### src/rtl/laser_pkg.sv
// laser_pkg: constants and state encodings shared by the LASER front-end
// and the benches that drive LASER.
package laser_pkg;

    localparam int NUM_OBJ = 40;
    localparam int COORD_W = 4;
    localparam int PAIR_W  = 2 * COORD_W;
    localparam int IDX_W   = 6;
    localparam int WDOG_W  = 18;

    localparam logic [2:0] ST_IDLE   = 3'd0;
    localparam logic [2:0] ST_PRIME  = 3'd1;
    localparam logic [2:0] ST_STREAM = 3'd2;
    localparam logic [2:0] ST_WAIT   = 3'd3;
    localparam logic [2:0] ST_HOLD   = 3'd4;

    // Objects are stored as {y, x} so the low half is always the x coordinate.
    function automatic logic [PAIR_W-1:0] pack_obj(input logic [COORD_W-1:0] x,
                                                   input logic [COORD_W-1:0] y);
        return {y, x};
    endfunction

endpackage

### src/rtl/laser_obj_bank.sv
// laser_obj_bank: ping-pong object store, two frames of NUM_OBJ packed
// coordinate pairs, one synchronous write port and one combinational read.
module laser_obj_bank import laser_pkg::*; (
    input  logic              CLK,
    input  logic              wr_en,
    input  logic              wr_bank,
    input  logic [IDX_W-1:0]  wr_idx,
    input  logic [PAIR_W-1:0] wr_data,
    input  logic              rd_bank,
    input  logic [IDX_W-1:0]  rd_idx,
    output logic [PAIR_W-1:0] rd_data
);

    logic [PAIR_W-1:0] mem [2][NUM_OBJ];

    // Host writes land in whichever bank the input path is currently filling.
    always_ff @(posedge CLK) begin
        if (wr_en) begin
            mem[wr_bank][wr_idx] <= wr_data;
        end
    end

    assign rd_data = mem[rd_bank][rd_idx];

endmodule

### src/rtl/laser_feeder.sv
// laser_feeder: buffers host objects into ping-pong frames, streams each
// frame into LASER, catches DONE (or aborts on the watchdog) and returns
// the two circle centres over a valid/ready result port.
module laser_feeder import laser_pkg::*; #(
    parameter int TIMEOUT_CYC = 200000
) (
    input  logic               CLK,
    input  logic               RST_N,
    input  logic               IN_VALID,
    output logic               IN_READY,
    input  logic [COORD_W-1:0] IN_X,
    input  logic [COORD_W-1:0] IN_Y,
    output logic               L_RST,
    output logic [COORD_W-1:0] L_X,
    output logic [COORD_W-1:0] L_Y,
    input  logic               L_DONE,
    input  logic [COORD_W-1:0] L_C1X,
    input  logic [COORD_W-1:0] L_C1Y,
    input  logic [COORD_W-1:0] L_C2X,
    input  logic [COORD_W-1:0] L_C2Y,
    output logic               RES_VALID,
    input  logic               RES_READY,
    output logic [COORD_W-1:0] RES_C1X,
    output logic [COORD_W-1:0] RES_C1Y,
    output logic [COORD_W-1:0] RES_C2X,
    output logic [COORD_W-1:0] RES_C2Y,
    output logic               RES_TIMEOUT
);

    logic              wr_bank;
    logic              rd_bank;
    logic [IDX_W-1:0]  wr_idx;
    logic [IDX_W-1:0]  rd_idx;
    logic [IDX_W-1:0]  rd_addr;
    logic [1:0]        full;
    logic [1:0]        full_next;
    logic [2:0]        state;
    logic [WDOG_W-1:0] wdog;
    logic [PAIR_W-1:0] rd_data;
    logic              in_fire;
    logic              frame_set;
    logic              frame_clr;
    logic              stream_last;
    logic              wdog_hit;
    logic              done_hit;

    assign IN_READY    = !full[wr_bank];
    assign in_fire     = IN_VALID & IN_READY;
    assign frame_set   = in_fire && (wr_idx == IDX_W'(NUM_OBJ - 1));
    assign stream_last = (state == ST_STREAM) && (rd_idx == IDX_W'(NUM_OBJ));
    assign frame_clr   = stream_last;
    assign wdog_hit    = (state == ST_WAIT) && (wdog == WDOG_W'(TIMEOUT_CYC - 1));
    assign done_hit    = (state == ST_WAIT) && L_DONE;

    // LASER is held in reset everywhere except while it is being fed or computing.
    assign L_RST = (state != ST_STREAM) && (state != ST_WAIT);

    // PRIME always fetches object 0; the final STREAM cycle has no object left to fetch.
    assign rd_addr = (state == ST_STREAM && rd_idx < IDX_W'(NUM_OBJ)) ? rd_idx : '0;

    laser_obj_bank u_bank (
        .CLK     (CLK),
        .wr_en   (in_fire),
        .wr_bank (wr_bank),
        .wr_idx  (wr_idx),
        .wr_data (pack_obj(IN_X, IN_Y)),
        .rd_bank (rd_bank),
        .rd_idx  (rd_addr),
        .rd_data (rd_data)
    );

    // Write pointer walks one bank, then flips to the other once a frame completes.
    always_ff @(posedge CLK or negedge RST_N) begin
        if (!RST_N) begin
            wr_bank <= 1'b0;
            wr_idx  <= '0;
        end else if (in_fire) begin
            if (wr_idx == IDX_W'(NUM_OBJ - 1)) begin
                wr_bank <= ~wr_bank;
                wr_idx  <= '0;
            end else begin
                wr_idx <= wr_idx + 1'b1;
            end
        end
    end

    // Filling one bank and draining the other can coincide; both updates apply.
    always_comb begin
        full_next = full;
        if (frame_set) full_next[wr_bank] = 1'b1;
        if (frame_clr) full_next[rd_bank] = 1'b0;
    end

    // Bank occupancy flags.
    always_ff @(posedge CLK or negedge RST_N) begin
        if (!RST_N) begin
            full <= '0;
        end else begin
            full <= full_next;
        end
    end

    // Launch sequencer: prime object 0, stream the frame, then wait for DONE or the watchdog.
    always_ff @(posedge CLK or negedge RST_N) begin
        if (!RST_N) begin
            state   <= ST_IDLE;
            rd_bank <= 1'b0;
            rd_idx  <= '0;
            wdog    <= '0;
            L_X     <= '0;
            L_Y     <= '0;
        end else begin
            case (state)
                ST_IDLE: begin
                    if (full[rd_bank] && !RES_VALID) state <= ST_PRIME;
                end
                ST_PRIME: begin
                    L_X    <= rd_data[COORD_W-1:0];
                    L_Y    <= rd_data[PAIR_W-1:COORD_W];
                    rd_idx <= IDX_W'(1);
                    state  <= ST_STREAM;
                end
                ST_STREAM: begin
                    if (stream_last) begin
                        rd_bank <= ~rd_bank;
                        rd_idx  <= '0;
                        wdog    <= '0;
                        state   <= ST_WAIT;
                    end else begin
                        L_X    <= rd_data[COORD_W-1:0];
                        L_Y    <= rd_data[PAIR_W-1:COORD_W];
                        rd_idx <= rd_idx + 1'b1;
                    end
                end
                ST_WAIT: begin
                    if (done_hit || wdog_hit) begin
                        state <= ST_HOLD;
                    end else if (wdog != '1) begin
                        wdog <= wdog + 1'b1;
                    end
                end
                ST_HOLD: begin
                    state <= ST_IDLE;
                end
                default: begin
                    state <= ST_IDLE;
                end
            endcase
        end
    end

    // Result slot: filled from WAIT, held stable until the host takes it.
    always_ff @(posedge CLK or negedge RST_N) begin
        if (!RST_N) begin
            RES_VALID   <= 1'b0;
            RES_TIMEOUT <= 1'b0;
            RES_C1X     <= '0;
            RES_C1Y     <= '0;
            RES_C2X     <= '0;
            RES_C2Y     <= '0;
        end else if (done_hit) begin
            RES_VALID   <= 1'b1;
            RES_TIMEOUT <= 1'b0;
            RES_C1X     <= L_C1X;
            RES_C1Y     <= L_C1Y;
            RES_C2X     <= L_C2X;
            RES_C2Y     <= L_C2Y;
        end else if (wdog_hit) begin
            RES_VALID   <= 1'b1;
            RES_TIMEOUT <= 1'b1;
            RES_C1X     <= '0;
            RES_C1Y     <= '0;
            RES_C2X     <= '0;
            RES_C2Y     <= '0;
        end else if (RES_VALID && RES_READY) begin
            RES_VALID <= 1'b0;
        end
    end

endmodule

### config.mk
export PLATFORM = sky130hd
export DESIGN_NAME = laser_feeder
export DESIGN_NICKNAME = d
export VERILOG_FILES = /design/src/rtl/laser_pkg.sv /design/src/rtl/laser_obj_bank.sv /design/src/rtl/laser_feeder.sv
export SDC_FILE = /design/constraint.sdc
export NUM_CORES = 1
export LEC_CHECK = 0
export CORE_ASPECT_RATIO = 0.6
export CORE_MARGIN = 1
export CORE_UTILIZATION = 40
export DETAILED_ROUTE_END_ITERATION = 10
export PLACE_DENSITY = 0.61
export RECOVER_POWER = 25
export SLEW_MARGIN = 20
export SYNTH_ARGS = -nofsm -noshare
export SYNTH_HDL_FRONTEND = slang
export SYNTH_HIERARCHICAL = 1
export SYNTH_SLANG_ARGS = --single-unit
### constraint.sdc
create_clock -name CLK -period 6.1 [get_ports CLK]
set_input_delay 0.915 -clock CLK [delete_from_list [all_inputs] [get_ports CLK]]
set_output_delay 0.915 -clock CLK [all_outputs]
set_load 0.005 [all_outputs]
Word level (Yosys, flattened, before mapping)
Memory sizes are Yosys's and may differ from the RTL's.
Index checks and enable logic that the tools add are counted.
- register bits after elaboration: 63
- RAM bits: 640
- bits of input ports: 29
- output and inout port bits: 28
- logic and storage cells: 117
- memories: 1
- add/subtract/negate cells: 3
- $lt $le $gt $ge: 8
- eq/ne operators: 15
- multiplexer cells: 43
- bitwise gates (word level): 8
- reductions and logical operators: 24
- memories (name ; words ; width ; read ports ; clocked after Yosys merged registers in ; write ports ; RTL line ; text):
    u_bank.mem ; 2 ; 320 ; 1 ; 0 ; 1 ; laser_obj_bank.sv:14 ; logic [PAIR_W-1:0] mem [2][NUM_OBJ];
- operators with widths (cell ; count):
    $mux W320 ; 1
    $mux W18 ; 3
    $bmux W8 S6 ; 1
    $demux W8 S6 ; 1
    $pmux W18 S2 ; 1
    $mux W4 ; 7
    $mux W8 ; 3
    $add A18 B1 Y18 const B ; 1
    $eq A18 B18 Y1 const B ; 1
    $mux W6 ; 3
    $ne A18 B18 Y1 const B ; 1
    $pmux W4 S2 ; 2
    $ge A7 B7 Y1 const B ; 2
    $not A6 Y7 ; 2
    $add A6 B1 Y6 const B ; 2
    $eq A6 B6 Y1 const B ; 2
    $mux W1 ; 12
    $pmux W3 S4 ; 1
    $pmux W6 S2 ; 1
    $logic_and A1 B1 Y1 ; 11
    $mux W3 ; 3
    $ne A2 B2 Y1 const B ; 4
    $lt A7 B1 Y1 const B ; 1
    $eq A3 B2 Y1 const B ; 2
    21 further kinds ; 33

Longest topological paths before layout
- word-level depth: 9
- gate-level depth with buffers: 13

By module
The synthesis kept the hierarchy.
- modules (own cells, without submodules) (module ; times used ; cells an instance ; area an instance (um^2) ; seq. area each (um^2)):
    laser_obj_bank ; 1 ; 1188 ; 24966.4 ; 19218.4
    laser_feeder ; 1 ; 325 ; 3153.0 ; 1576.5

Least setup slack after synthesis
OpenSTA, ideal clock, no wires.
- kind: register -> register
- start point: register state[0]
- end point: register L_Y[0]
- setup time: 127 ps
- arrival: 3242 ps
- data required time: 5973 ps
- setup slack: 2730 ps
- cell stages (with the launch flop): 12
- buffers on the path: 4
- clock period less this slack: 3370 ps
- cell sequence: dfrtp_1 > buf_2 > nor3b_2 > and3_1 > buf_4 > buf_4 > buf_1 > mux4_2 > a32oi_1 > nand4_1 > or4_1 > mux2_1
- word-level cells in the longest chain between the ends: 9
- elaborated cells between the ends (all ways): 14
- classes of those cells: eq/ne: 3; mux: 6; bitwise: 1; reduce/logical: 4
- ends and longest elaborated chain (item ; RTL line ; text):
    from (decl) ; laser_feeder.sv:37 ; logic [2:0] state;
    from (signal assigned) ; laser_feeder.sv:106 ; state <= ST_IDLE;
    from (signal assigned) ; laser_feeder.sv:115 ; if (full[rd_bank] && !RES_VALID) state <= ST_PRIME;
    from (signal assigned) ; laser_feeder.sv:121 ; state <= ST_STREAM;
    $eq A3 B2 Y1 * ; laser_feeder.sv:59 ; assign rd_addr = (state == ST_STREAM && rd_idx < IDX_W'(NUM_OBJ)) ? rd_idx : '0;
    $logic_and A1 B1 Y1 * ; laser_feeder.sv:59 ;
    $mux W6 * ; laser_feeder.sv:59 ;
    via rd_addr[1] ; laser_feeder.sv:34 ; logic [IDX_W-1:0] rd_addr;
    $not A6 Y7 (not written as such) * ; laser_obj_bank.sv:23 ; assign rd_data = mem[rd_bank][rd_idx];
    $bmux W8 S6 * ; laser_obj_bank.sv:23 ;
    $mux W8 (not written as such) * (2 in series) ; laser_obj_bank.sv:23 ;
    via rd_data[4] ; laser_feeder.sv:39 ; logic [PAIR_W-1:0] rd_data;
    $mux W4 ; laser_feeder.sv:124 ; if (stream_last) begin
    $pmux W4 S2 * ; laser_feeder.sv:113 ; case (state)
    to (signal assigned) ; laser_feeder.sv:119 ; L_Y <= rd_data[PAIR_W-1:COORD_W];
    to (signal assigned) ; laser_feeder.sv:131 ; L_Y <= rd_data[PAIR_W-1:COORD_W];
    to (decl) ; laser_feeder.sv:15 ; output logic [COORD_W-1:0] L_Y,
The timed path passes the listed nets; every way through them passes the cells marked *. The select of a mux whose other input is x is not followed.
A chain may end at the register's enable or synchronous reset.

Worst setup path in the final report
- start point: register state[1]
- end point: register L_X[2]
- word-level cells in the longest chain between the ends: 9
- elaborated cells between the ends (all ways): 14
- classes of those cells: eq/ne: 3; mux: 6; bitwise: 1; reduce/logical: 4
- ends and longest elaborated chain (item ; RTL line ; text):
    $eq A3 B2 Y1 * ; laser_feeder.sv:59 ;
    $logic_and A1 B1 Y1 * ; laser_feeder.sv:59 ;
    $mux W6 * ; laser_feeder.sv:59 ;
    via rd_addr[0] ; laser_feeder.sv:34 ;
    $not A6 Y7 (not written as such) * ; laser_obj_bank.sv:23 ;
    $bmux W8 S6 * ; laser_obj_bank.sv:23 ;
    $mux W8 (not written as such) * (2 in series) ; laser_obj_bank.sv:23 ;
    via rd_data[2] ; laser_feeder.sv:39 ;
    $mux W4 ; laser_feeder.sv:124 ;
    $pmux W4 S2 * ; laser_feeder.sv:113 ;
    to (signal assigned) ; laser_feeder.sv:118 ; L_X <= rd_data[COORD_W-1:0];
    to (signal assigned) ; laser_feeder.sv:130 ; L_X <= rd_data[COORD_W-1:0];
    to (decl) ; laser_feeder.sv:14 ; output logic [COORD_W-1:0] L_X,
Marked as above.

==> run metrics <==
Yosys cell types=68; Clock Path Buffers=3; Synth Area in Adders=0.178%; initial antenna violation count=2; DR iter-0 viols=around 1900; IO Count=57; die width=approximately 340 um; Setup crit start=state[1]$_DFFE_PN0P_; vias in the first global route=14700; Rel. slew slack=-163%; Post-Place Cells=2431; post-CTS setup buffers=0; Avg WL per Cell=26.6 um; global route total overflow=0; non-filler instance count after layout=2549; Worst setup SP type=flip-flop; post-synthesis register bit count=~700; CTS H-tree lvls=3; Post-synth ARST share=8.96%; worst endpoint required time=6.59 ns; final number of setup-violating endpoints=0; setup TNS=0 ns; slowest CP cell=and3_4; overall routed net length=just under 70 mm; clock latency on the worst-skew pair=0.60 ns; Vias/cell=between 5 and 6; leak pwr=9.85 nW; Avg Cell Area, Syn=18.6 um^2; R2R Path Start=state[1]$_DFFE_PN0P_; RD Place Congestion=0.829; max incr delay on CP=0.71 ns; Max Cap Violations=7; Peak VDD IR=0.206 mV; total clock sinks=703; area delta synth->final=13.4%; mux cell area share after synthesis=13.8%; post_cts resized=0; CTS clk-pin slew, worst paths=roughly 0.070 ns; Post-synth EDFFs=640; Mapped Cells=around 1500; Final Skew=0.0303 ns; Inserted Clock Buffers=66; commonest non-fill, non-tap cells in the layout=edfxtp_1, mux4_2, nor2_1; Hold Buf Count CTS=0; failing checks=max-capacitance violations, max-slew violations; most common cell after layout, fill and taps aside=edfxtp_1; Worst Tran Pin Value=3.94 ns; Final Util=46.4%; CP Cell Sequence=nor3b_2 > and3_4 > buf_4 > mux4_2 > mux4_2 > nor2b_1 > nor4_1 > or4b_1 > mux2_2; power density over cell area=391 nW/um^2; Critical Path Most Common Cell=mux4_2; fmax=0.231 GHz; die area=between 70000 and 80000 um^2; outcome=finished, violations left; end point of the critical path=L_X[2]$_DFFE_PN0P_; global-route wire length before repair=100 mm; Layout Nets=1620; Die Ht=207 um; Setup CP Type=flip-flop to flip-flop; Synth Warn #=6; count of final hold-check violations=0; period utilisation layout=70.9%; XOR/XNOR share of the synthesized area=0.218%; FF-to-FF path depth=9; detailed-route DRC error count=0; worst path arrival time=4.81 ns; root buffer cell=clkbuf_16; synthesized cell area=~28000 um^2; via count=14900; Post-Syn Nets=~1500; PortBufs=between 50 and 60; Period minus WS final=4.33 ns; CTS tree=yes; core area=68800 um^2; Top FF cell, synth=edfxtp_1; final hold slack=0.502 ns; RSZ-0062 raised after global routing=false; GRT Resource Usage Total=19.2%; final setup margin=about 1.8 ns; peak fanout along the critical path=37; Synth Area in Simple Gates=6.67%; post-DP HPWL=42.8 mm; largest family of logic cells by synthesized area=multiplexers; Starting Density=40.9%; Slew Viols, Final=550; Seq/Total Area, Yosys=approximately 74%; number of routed nets with antenna violations=0; Place WS=around 1.8 ns; worst reg2reg endpoint=L_X[2]$_DFFE_PN0P_; largest net degree at the start of global routing=slightly above 80; Reg2Reg Setup Slack=1.77 ns; Compound-Gate Fraction of Synth Area=3.40%; router iterations before antenna repair=6; num rows=74; share of post-route cells with drive strength above 1=18.5%; worst hold path type=flip-flop to flip-flop; Setup crit end kind=flip-flop
[layout make-up]
cell class,count,area [um^2]
Sequential cell,703,20800
Clock buffer,83,1830
Antenna cell,2,5.00
Tap cell,912,1140
Clock inverter,33,465
Fill cell,5763,36900
Inverter,10,37.5
Multi-Input combinational cell,720,6880
Timing Repair Buffer,86,742
[logic make-up after synthesis]
group | Yosys count
compound gates | 146
mux | 186
flops | 703
xor+xnor | 7
buf+inv | 90
fa+ha+maj | 4
simple gates | 377
[state kept, by name, summed over array words and instances, names as in the netlist, 2 cells and up]
register	count
L_Y	4
wdog	18
full	2
u_bank/mem	640
state	3
L_X	4
wr_idx	6
RES_C2Y	4
RES_C1X	4
RES_C2X	4
rd_idx	6
RES_C1Y	4
[metrics by stage]
step	cell area, um^2	power, mW
floorplan	28100	7.19
global placement	29600	8.08
detailed placement	29600	8.13
CTS	31900	12.5
global route	31900	12.9
finish	31900	12.5
[worst min path at each step]
| stage | from | to | depth (start not counted) |
|---|---|---|---|
| finish | RES_TIMEOUT$_DFFE_PN0P_ | RES_TIMEOUT$_DFFE_PN0P_ | 2 |
| global route | L_Y[1]$_DFFE_PN0P_ | L_Y[1]$_DFFE_PN0P_ | 1 |
| CTS | RST_N | RES_C1Y[0]$_DFFE_PN0P_ | 1 |
| detailed placement | RES_TIMEOUT$_DFFE_PN0P_ | RES_TIMEOUT$_DFFE_PN0P_ | 2 |
| global placement | RES_TIMEOUT$_DFFE_PN0P_ | RES_TIMEOUT$_DFFE_PN0P_ | 2 |
| floorplan | wdog[0]$_DFFE_PN0P_ | wdog[0]$_DFFE_PN0P_ | 1 |
[power breakdown]
group / internal [mW] / switching, mW
clock: 2.64 / 1.76
sequential: 5.55 / 0.271
combinational: 0.905 / 1.34
total: 9.09 / 3.37
[synthesized netlist by cell type (11+ instances only)]
| master | n | area [um^2] |
|---|---|---|
| mux2i_1 | 18 | 180 |
| mux4_2 | 151 | 3400 |
| nor3_1 | 26 | 130 |
| a21oi_1 | 16 | 80.1 |
| nor2_1 | 120 | 450 |
| o22ai_1 | 11 | 68.8 |
| dfrtp_1 | 63 | 1580 |
| o21ai_1 | 16 | 80.1 |
| o21ai_0 | 32 | 160 |
| clkbuf_1 | 32 | 120 |
| o31ai_1 | 17 | 128 |
| nand4_1 | 17 | 106 |
| edfxtp_1 | 640 | 19200 |
| and3_1 | 14 | 87.6 |
| nand2_1 | 67 | 251 |
| buf_2 | 28 | 140 |
| nand3_1 | 53 | 265 |
| nor2b_1 | 11 | 68.8 |
[critical path, delay by kind of cell, from the launching register on]
| kind | cells | cell delay [ns] |
|---|---|---|
| and+or+nand+nor | 5 | 1.93 |
| DFF | 1 | 0.53 |
| muxes | 3 | 1.29 |
| buffers and inverters | 1 | 0.43 |
[routing by layer]
layer	track usage (%)	routed length [um]	up-vias
met5	0	0	-
met1	30.7	31800	7842
met3	6.34	7220	99
li1	-	-	6315
met4	4.17	1050	0
met2	24.9	27700	679
Note: power is estimated with default switching activity, not from simulation.
